$ cat config.mk
export PLATFORM = sky130hd
export DESIGN_NAME = ne_term_wire_bist_flat
export DESIGN_NICKNAME = d
export VERILOG_FILES = /design/src/rtl/ne_term_wire_bist_if.sv /design/src/rtl/ne_term_wire_bist.sv /design/src/flat_wrapper.sv
export SDC_FILE = /design/constraint.sdc
export NUM_CORES = 1
export LEC_CHECK = 0
export BUFFER_PORTS_ARGS = -buffer_cell sky130_fd_sc_hd__buf_2
export CAP_MARGIN = 20
export CORE_MARGIN = 1
export CORE_UTILIZATION = 63
export DETAILED_ROUTE_END_ITERATION = 16
export PLACE_DENSITY = 0.84
export SYNTH_ARGS = -nofsm -noshare
export SYNTH_HDL_FRONTEND = slang
export SYNTH_SLANG_ARGS = --single-unit
$ cat constraint.sdc
create_clock -name UserCLK -period 4.58 [get_ports UserCLK]
set_input_delay 0.458 -clock UserCLK [delete_from_list [all_inputs] [get_ports UserCLK]]
set_output_delay 0.458 -clock UserCLK [all_outputs]
set_load 0.05 [all_outputs]
$ cat src/rtl/ne_term_wire_bist_if.sv
// Bus between the termination-tile BIST engine and its controller/loopback.
// The controller drives the run controls and the sensed wires. The engine
// drives the wire patterns and the run status/results.
interface ne_term_wire_bist_if;
  logic        start;
  logic        stop;
  logic [1:0]  mode;
  logic [35:0] n_drive;
  logic [35:0] s_sense;
  logic        busy;
  logic        done;
  logic        pass;
  logic [15:0] err_count;
  logic [15:0] first_fail_idx;
  logic [35:0] first_fail_bits;

  modport master (
    output start, stop, mode, s_sense,
    input  n_drive, busy, done, pass, err_count, first_fail_idx, first_fail_bits
  );

  modport slave (
    input  start, stop, mode, s_sense,
    output n_drive, busy, done, pass, err_count, first_fail_idx, first_fail_bits
  );
endinterface

$ cat src/rtl/ne_term_wire_bist.sv
// North-east termination tile wire self-test.
// Drives N1END/N2MID/N2END/N4END with a pattern. It checks that S1BEG/S2BEG/
// S2BEGb/S4BEG return the per-group bit-reversed loopback LAT cycles later.
module ne_term_wire_bist #(
  parameter int          LAT  = 2,
  parameter int          NVEC = 256,
  parameter logic [35:0] SEED = 36'h5A5A5A5A5
) (
  input logic                  UserCLK,
  input logic                  resetn,
  ne_term_wire_bist_if.slave   bist
);

  localparam logic [35:0] SEED_EFF   = (SEED == 36'h0) ? 36'h1 : SEED;
  localparam logic [15:0] LAST_K     = 16'(NVEC - 1);
  localparam logic [3:0]  DRAIN_LAST = 4'(LAT - 1);

  typedef enum logic [1:0] {S_IDLE, S_RUN, S_DRAIN, S_DONE} state_t;

  // Tile loopback: each wire group comes back with its bit order reversed.
  function automatic logic [35:0] rev_groups(input logic [35:0] d);
    logic [35:0] r;
    r = '0;
    for (int i = 0; i < 4; i++)  r[i]      = d[3 - i];
    for (int i = 0; i < 8; i++)  r[4 + i]  = d[11 - i];
    for (int i = 0; i < 8; i++)  r[12 + i] = d[19 - i];
    for (int i = 0; i < 16; i++) r[20 + i] = d[35 - i];
    return r;
  endfunction

  // Fibonacci x^36 + x^25 + 1, shifting toward the MSB.
  function automatic logic [35:0] lfsr_next(input logic [35:0] l);
    return {l[34:0], l[35] ^ l[24]};
  endfunction

  // Pattern generator. wpos tracks k mod 36 and odd tracks k parity.
  function automatic logic [35:0] vec_of(input logic [1:0] m, input logic [5:0] wpos,
                                         input logic odd, input logic [35:0] l);
    logic [35:0] v;
    case (m)
      2'd0:    v = 36'h1 << wpos;
      2'd1:    v = ~(36'h1 << wpos);
      2'd2:    v = l;
      default: v = odd ? {36{1'b1}} : 36'h0;
    endcase
    return v;
  endfunction

  state_t                 r_state;
  logic [1:0]             r_mode;
  logic [15:0]            r_k;
  logic [5:0]             r_wpos;
  logic [35:0]            r_lfsr;
  logic [35:0]            r_ndrive;
  logic [3:0]             r_drain_cnt;
  logic                   r_busy;
  logic                   r_done;
  logic [15:0]            r_err;
  logic [15:0]            r_ff_idx;
  logic [35:0]            r_ff_bits;
  logic [15:0]            r_cmp_idx;
  logic [LAT-1:0]         r_vld_pipe;
  logic [LAT-1:0][35:0]   r_exp_pipe;

  logic        w_busy_st;
  logic        w_flush;
  logic        w_cmp_vld;
  logic [35:0] w_diff;
  logic        w_miss;
  logic [5:0]  w_wpos_nxt;
  logic [35:0] w_lfsr_nxt;
  logic [35:0] w_vec_nxt;

  assign w_busy_st  = (r_state == S_RUN) || (r_state == S_DRAIN);
  assign w_flush    = w_busy_st && bist.stop;
  assign w_cmp_vld  = r_vld_pipe[LAT-1];
  assign w_diff     = r_exp_pipe[LAT-1] ^ bist.s_sense;
  assign w_miss     = w_cmp_vld && (|w_diff);
  assign w_wpos_nxt = (r_wpos == 6'd35) ? 6'd0 : r_wpos + 6'd1;
  assign w_lfsr_nxt = lfsr_next(r_lfsr);
  assign w_vec_nxt  = vec_of(r_mode, w_wpos_nxt, ~r_k[0], w_lfsr_nxt);

  // Expected-value delay line. Each RUN vector enters it, and a stop empties it.
  always_ff @(posedge UserCLK or negedge resetn) begin
    if (!resetn) begin
      r_vld_pipe <= '0;
      r_exp_pipe <= '0;
    end else if (w_flush) begin
      r_vld_pipe <= '0;
      r_exp_pipe <= '0;
    end else begin
      r_vld_pipe[0] <= (r_state == S_RUN);
      r_exp_pipe[0] <= rev_groups(r_ndrive);
      for (int i = 1; i < LAT; i++) begin
        r_vld_pipe[i] <= r_vld_pipe[i-1];
        r_exp_pipe[i] <= r_exp_pipe[i-1];
      end
    end
  end

  // Run sequencer, pattern drive and result accumulation.
  always_ff @(posedge UserCLK or negedge resetn) begin
    if (!resetn) begin
      r_state     <= S_IDLE;
      r_mode      <= 2'd0;
      r_k         <= '0;
      r_wpos      <= '0;
      r_lfsr      <= SEED_EFF;
      r_ndrive    <= '0;
      r_drain_cnt <= '0;
      r_busy      <= 1'b0;
      r_done      <= 1'b0;
      r_err       <= '0;
      r_ff_idx    <= '0;
      r_ff_bits   <= '0;
      r_cmp_idx   <= '0;
    end else begin
      // A compare that is already at the line output still counts in the cycle a stop arrives.
      if (w_cmp_vld) r_cmp_idx <= r_cmp_idx + 16'd1;
      if (w_miss) begin
        if (r_err != 16'hFFFF) r_err <= r_err + 16'd1;
        if (r_err == 16'h0) begin
          r_ff_idx  <= r_cmp_idx;
          r_ff_bits <= w_diff;
        end
      end
      case (r_state)
        S_IDLE, S_DONE: begin
          if (bist.start && !bist.stop) begin
            r_state   <= S_RUN;
            r_busy    <= 1'b1;
            r_done    <= 1'b0;
            r_err     <= '0;
            r_ff_idx  <= '0;
            r_ff_bits <= '0;
            r_cmp_idx <= '0;
            r_k       <= '0;
            r_wpos    <= '0;
            r_lfsr    <= SEED_EFF;
            r_mode    <= bist.mode;
            r_ndrive  <= vec_of(bist.mode, 6'd0, 1'b0, SEED_EFF);
          end
        end
        S_RUN: begin
          if (bist.stop) begin
            r_state  <= S_IDLE;
            r_busy   <= 1'b0;
            r_ndrive <= '0;
          end else if (r_k == LAST_K) begin
            r_state     <= S_DRAIN;
            r_ndrive    <= '0;
            r_drain_cnt <= DRAIN_LAST;
          end else begin
            r_k      <= r_k + 16'd1;
            r_wpos   <= w_wpos_nxt;
            r_lfsr   <= w_lfsr_nxt;
            r_ndrive <= w_vec_nxt;
          end
        end
        default: begin // S_DRAIN
          if (bist.stop) begin
            r_state <= S_IDLE;
            r_busy  <= 1'b0;
          end else if (r_drain_cnt == 4'd0) begin
            r_state <= S_DONE;
            r_busy  <= 1'b0;
            r_done  <= 1'b1;
          end else begin
            r_drain_cnt <= r_drain_cnt - 4'd1;
          end
        end
      endcase
    end
  end

  assign bist.n_drive         = r_ndrive;
  assign bist.busy            = r_busy;
  assign bist.done            = r_done;
  assign bist.pass            = r_done && (r_err == 16'h0);
  assign bist.err_count       = r_err;
  assign bist.first_fail_idx  = r_ff_idx;
  assign bist.first_fail_bits = r_ff_bits;

endmodule

$ cat src/flat_wrapper.sv
// flat-port wrapper written by rule: the top's interface ports become plain ports
module ne_term_wire_bist_flat 
#(
  parameter int          LAT  = 2,
  parameter int          NVEC = 256,
  parameter logic [35:0] SEED = 36'h5A5A5A5A5
)
  (UserCLK, resetn, bist_start, bist_stop, bist_mode, bist_s_sense, bist_n_drive, bist_busy, bist_done, bist_pass, bist_err_count, bist_first_fail_idx, bist_first_fail_bits);
  ne_term_wire_bist_if bist_i ();
  input logic UserCLK;
  input logic resetn;
  input wire logic [$bits(bist_i.start)-1:0] bist_start;
  input wire logic [$bits(bist_i.stop)-1:0] bist_stop;
  input wire logic [$bits(bist_i.mode)-1:0] bist_mode;
  input wire logic [$bits(bist_i.s_sense)-1:0] bist_s_sense;
  output wire logic [$bits(bist_i.n_drive)-1:0] bist_n_drive;
  output wire logic [$bits(bist_i.busy)-1:0] bist_busy;
  output wire logic [$bits(bist_i.done)-1:0] bist_done;
  output wire logic [$bits(bist_i.pass)-1:0] bist_pass;
  output wire logic [$bits(bist_i.err_count)-1:0] bist_err_count;
  output wire logic [$bits(bist_i.first_fail_idx)-1:0] bist_first_fail_idx;
  output wire logic [$bits(bist_i.first_fail_bits)-1:0] bist_first_fail_bits;
  assign bist_i.start = bist_start;
  assign bist_i.stop = bist_stop;
  assign bist_i.mode = bist_mode;
  assign bist_i.s_sense = bist_s_sense;
  assign bist_n_drive = bist_i.n_drive;
  assign bist_busy = bist_i.busy;
  assign bist_done = bist_i.done;
  assign bist_pass = bist_i.pass;
  assign bist_err_count = bist_i.err_count;
  assign bist_first_fail_idx = bist_i.first_fail_idx;
  assign bist_first_fail_bits = bist_i.first_fail_bits;
  ne_term_wire_bist #(.LAT(LAT), .NVEC(NVEC), .SEED(SEED)) u_core (.UserCLK(UserCLK), .resetn(resetn), .bist(bist_i));
endmodule
==> results.sh <==
export IMPL_status="finished clean"
export IMPL_via_per_inst=6.14
export IMPL_grt_pass1_wl_um=50500
export IMPL_die_w_um=143
export IMPL_drt_iter0_drc=987
export IMPL_ys_types=81
export IMPL_initial_core_util_pct=64.2
export IMPL_placed_cells=1601
export IMPL_peakVddDrop_v=0.000402
export IMPL_maxSlewViolCount=0
export IMPL_post_route_period_util_pct=62.4
export IMPL_finClkSkew_ps=22.4
export IMPL_drv_cap=0
export IMPL_root_buffer="clkbuf_16"
export IMPL_avgSynthCellArea_um2=9.91
export IMPL_firstDrtPassIters=5
export IMPL_clk_latency_ps=540
export IMPL_path_clk_slew_ps=60
export IMPL_slew_headroom_pct=35.0
export IMPL_synth_common_cells="244 x dfrtp_1, 142 x nand2_1, 110 x nor2_1"
export IMPL_seq_area_frac_synth_pct=52.8
export IMPL_synth_flop_cell="dfrtp_1"
export IMPL_layout_nets=1424
export IMPL_yosys_warnings=0
export IMPL_worstPathCellList="inv_1, ha_1, nor4b_1, and4_1, nand2_1, a31oi_4, buf_4, nor2_1, a211oi_1"
export IMPL_grt_start_max_net_pins=136
export IMPL_timing_hold_ws_ps=18.4
export IMPL_hold_viol=0
export IMPL_worstMarginPinSlew_ps=975
export IMPL_syn_num_nets=1316
export IMPL_stdcell_count=1649
export IMPL_gp_congestion=0.927
export IMPL_cts_made_buffers=27
export IMPL_grt_ovfl_total=0
export IMPL_yosysTopAreaCell="dfrtp_1"
export IMPL_routedWlPerCell_um=19.0
export IMPL_io_pin_count=149
export IMPL_cts_resized_gates=0
export IMPL_cpPeakStageDelay_ps=780
export IMPL_antenna_cells=0
export IMPL_post_route_util_pct=73.5
export IMPL_setup_tns_ps=0
export IMPL_portBuffers=148
export IMPL_clock_sinks=262
export IMPL_post_route_drc_count=0
export IMPL_synth_seq_cells=262
export IMPL_cts_buffer_depth=3
export IMPL_worst_path_max_delay_cell="buf_4"
export IMPL_fmax_ghz=0.350
export IMPL_grt_pass1_vias=9572
export IMPL_cp_num_buf_inv=2
export IMPL_synth_top_cell_area_share_pct=49.0
export IMPL_fillers=1327
export IMPL_synthArstFlopShare_pct=100
export IMPL_syn_area_um2=12500
export IMPL_worst_ep_required_time_ps=4990
export IMPL_drt_antenna_violating_nets=0
export IMPL_die_h_um=143
export IMPL_hpwl_um=20600
export IMPL_synth_edf_count=0
export IMPL_dieArea_um2=20300
export IMPL_worst_path_dominant_cell_family="buffers and inverters"
export IMPL_leakage_uw=0.00655
export IMPL_placed_cell_area_um2=13300
export IMPL_finalInstanceArea_um2=14300
export IMPL_ctsHoldBuffers=0
export IMPL_end_kind="flop"
export IMPL_worstPathArrival_ps=3270
export IMPL_cts_setup_buffers=0
export IMPL_track_usage_pct=31.5
export IMPL_synth_area_leaders="dfrtp_1 49%, nand2_1 4.3%, and2_1 4.1%, dfstp_2 3.8%, nor2_1 3.3%"
export IMPL_crit_path_max_fanout=104
export IMPL_ctsHtreeMaxLevel=1
export IMPL_worstSetupPathType="flop to flop"
export IMPL_wl_um=31300
export IMPL_fin_crit_ps=2860
export IMPL_powerDensity_nw_per_um2=726
export IMPL_synth_most_common_cell="dfrtp_1"
export IMPL_synth_cells=1257
export IMPL_cts_tree="done"
export IMPL_via_count=10132
export IMPL_drive_gt1_share_pct=18.3
export IMPL_hold_path_class="primary input to async pin"
export IMPL_setup_viol=0
export IMPL_rows=51
export IMPL_antenna_found_initial=0
export IMPL_fp_coreArea_um2=19400
export IMPL_startpoint_type="flop"
export IMPL_rsz0062_at_grt="no"
export IMPL_area_growth_synth_to_final_pct=14.5
-- power breakdown --
group	switching, uW	internal (uW)	leakage (uW)
combinational	3050	1280	0.00267
clock	896	1390	0.000464
sequential	565	3160	0.00341
-- layer usage --
metal	up-vias	GRT usage [%]	routed length, um
li1	4637	-	-
met1	4886	42.6	12700
met2	524	52.5	15300
met3	85	4.48	2470
met4	0	10.5	902
met5	-	0	0
-- stage by stage --
step | setup WS [ps] | power [uW]
global route | 1420 | 10900
finish | 1720 | 10300
CTS | 1700 | 10300
floorplan | 2310 | 6810
global placement | 1940 | 7810
detailed placement | 1820 | 7950
-- worst paths after layout --
check | startpoint | end | slack (ps) | cells past startpoint
worst max-delay path | u_core.bist.err_count[0] | u_core.bist.first_fail_bits[16] | 1720 | 9
worst min-delay path | resetn | u_core.bist.first_fail_bits[16] | 20 | 1
worst max register to register | u_core.bist.err_count[0] | u_core.bist.first_fail_bits[16] | 1720 | 9
worst min register to register | u_core.r_exp_pipe[26] | u_core.r_exp_pipe[62] | 450 | 1
max in group asynchronous | resetn | u_core.r_wpos[1] | 3350 | 2
min in group UserCLK | bist_s_sense[2] | u_core.bist.first_fail_bits[2] | 250 | 3
-- logic make-up after synthesis --
family	Yosys count	synth area share (%)
adder cells (fa/ha/maj)	17	1.71
AO/OA/AOI/OAI	287	15.3
AND/OR/NAND/NOR	502	20.5
buffers and inverters	105	3.34
flip-flops	262	52.8
multiplexers	15	1.30
XOR/XNOR	69	4.97
-- registers in the layout (all words and copies together) (netlist names) --
signal                       cells
u_core.bist.busy                 1
u_core.bist.done                 1
u_core.bist.err_count           16
u_core.bist.first_fail_bits     36
u_core.bist.first_fail_idx      16
u_core.bist.n_drive             36
u_core.r_cmp_idx                16
u_core.r_drain_cnt               4
u_core.r_exp_pipe               72
u_core.r_k                      16
u_core.r_lfsr                   36
u_core.r_mode                    2
u_core.r_state                   2
u_core.r_vld_pipe                2
u_core.r_wpos                    6
-- area by class of cell --
type                    count  area [um^2]  share of cell area, %
flip-flops and latches    262         6580                   46.1
multi-input cells         890         5480                   38.4
repair buffers            162          856                   6.00
clock buffers              36          759                   5.33
well taps                 265          332                   2.33
clock inverters            12          174                   1.22
inverters                  22         82.6                  0.579
-- cell usage in the layout (no fill, tap or decap), types with 13 or more instances in the layout --
master	netlist	routed
buf_4	2	14
nor2_1	110	110
inv_1	21	21
buf_2	11	147
xnor2_1	46	46
or3_1	13	13
a211oi_1	42	42
nand2_1	142	141
nand3_1	48	48
nor3_1	18	18
dfstp_2	18	18
a21oi_1	52	52
xor2_1	21	21
nand4_1	25	25
o21ai_0	75	75
clkbuf_16	0	27
o21ai_1	21	20
dfrtp_1	244	244
a221oi_1	14	14
and2_1	82	82
ha_1	17	17
No activity file was read; power rests on OpenSTA's default activity.
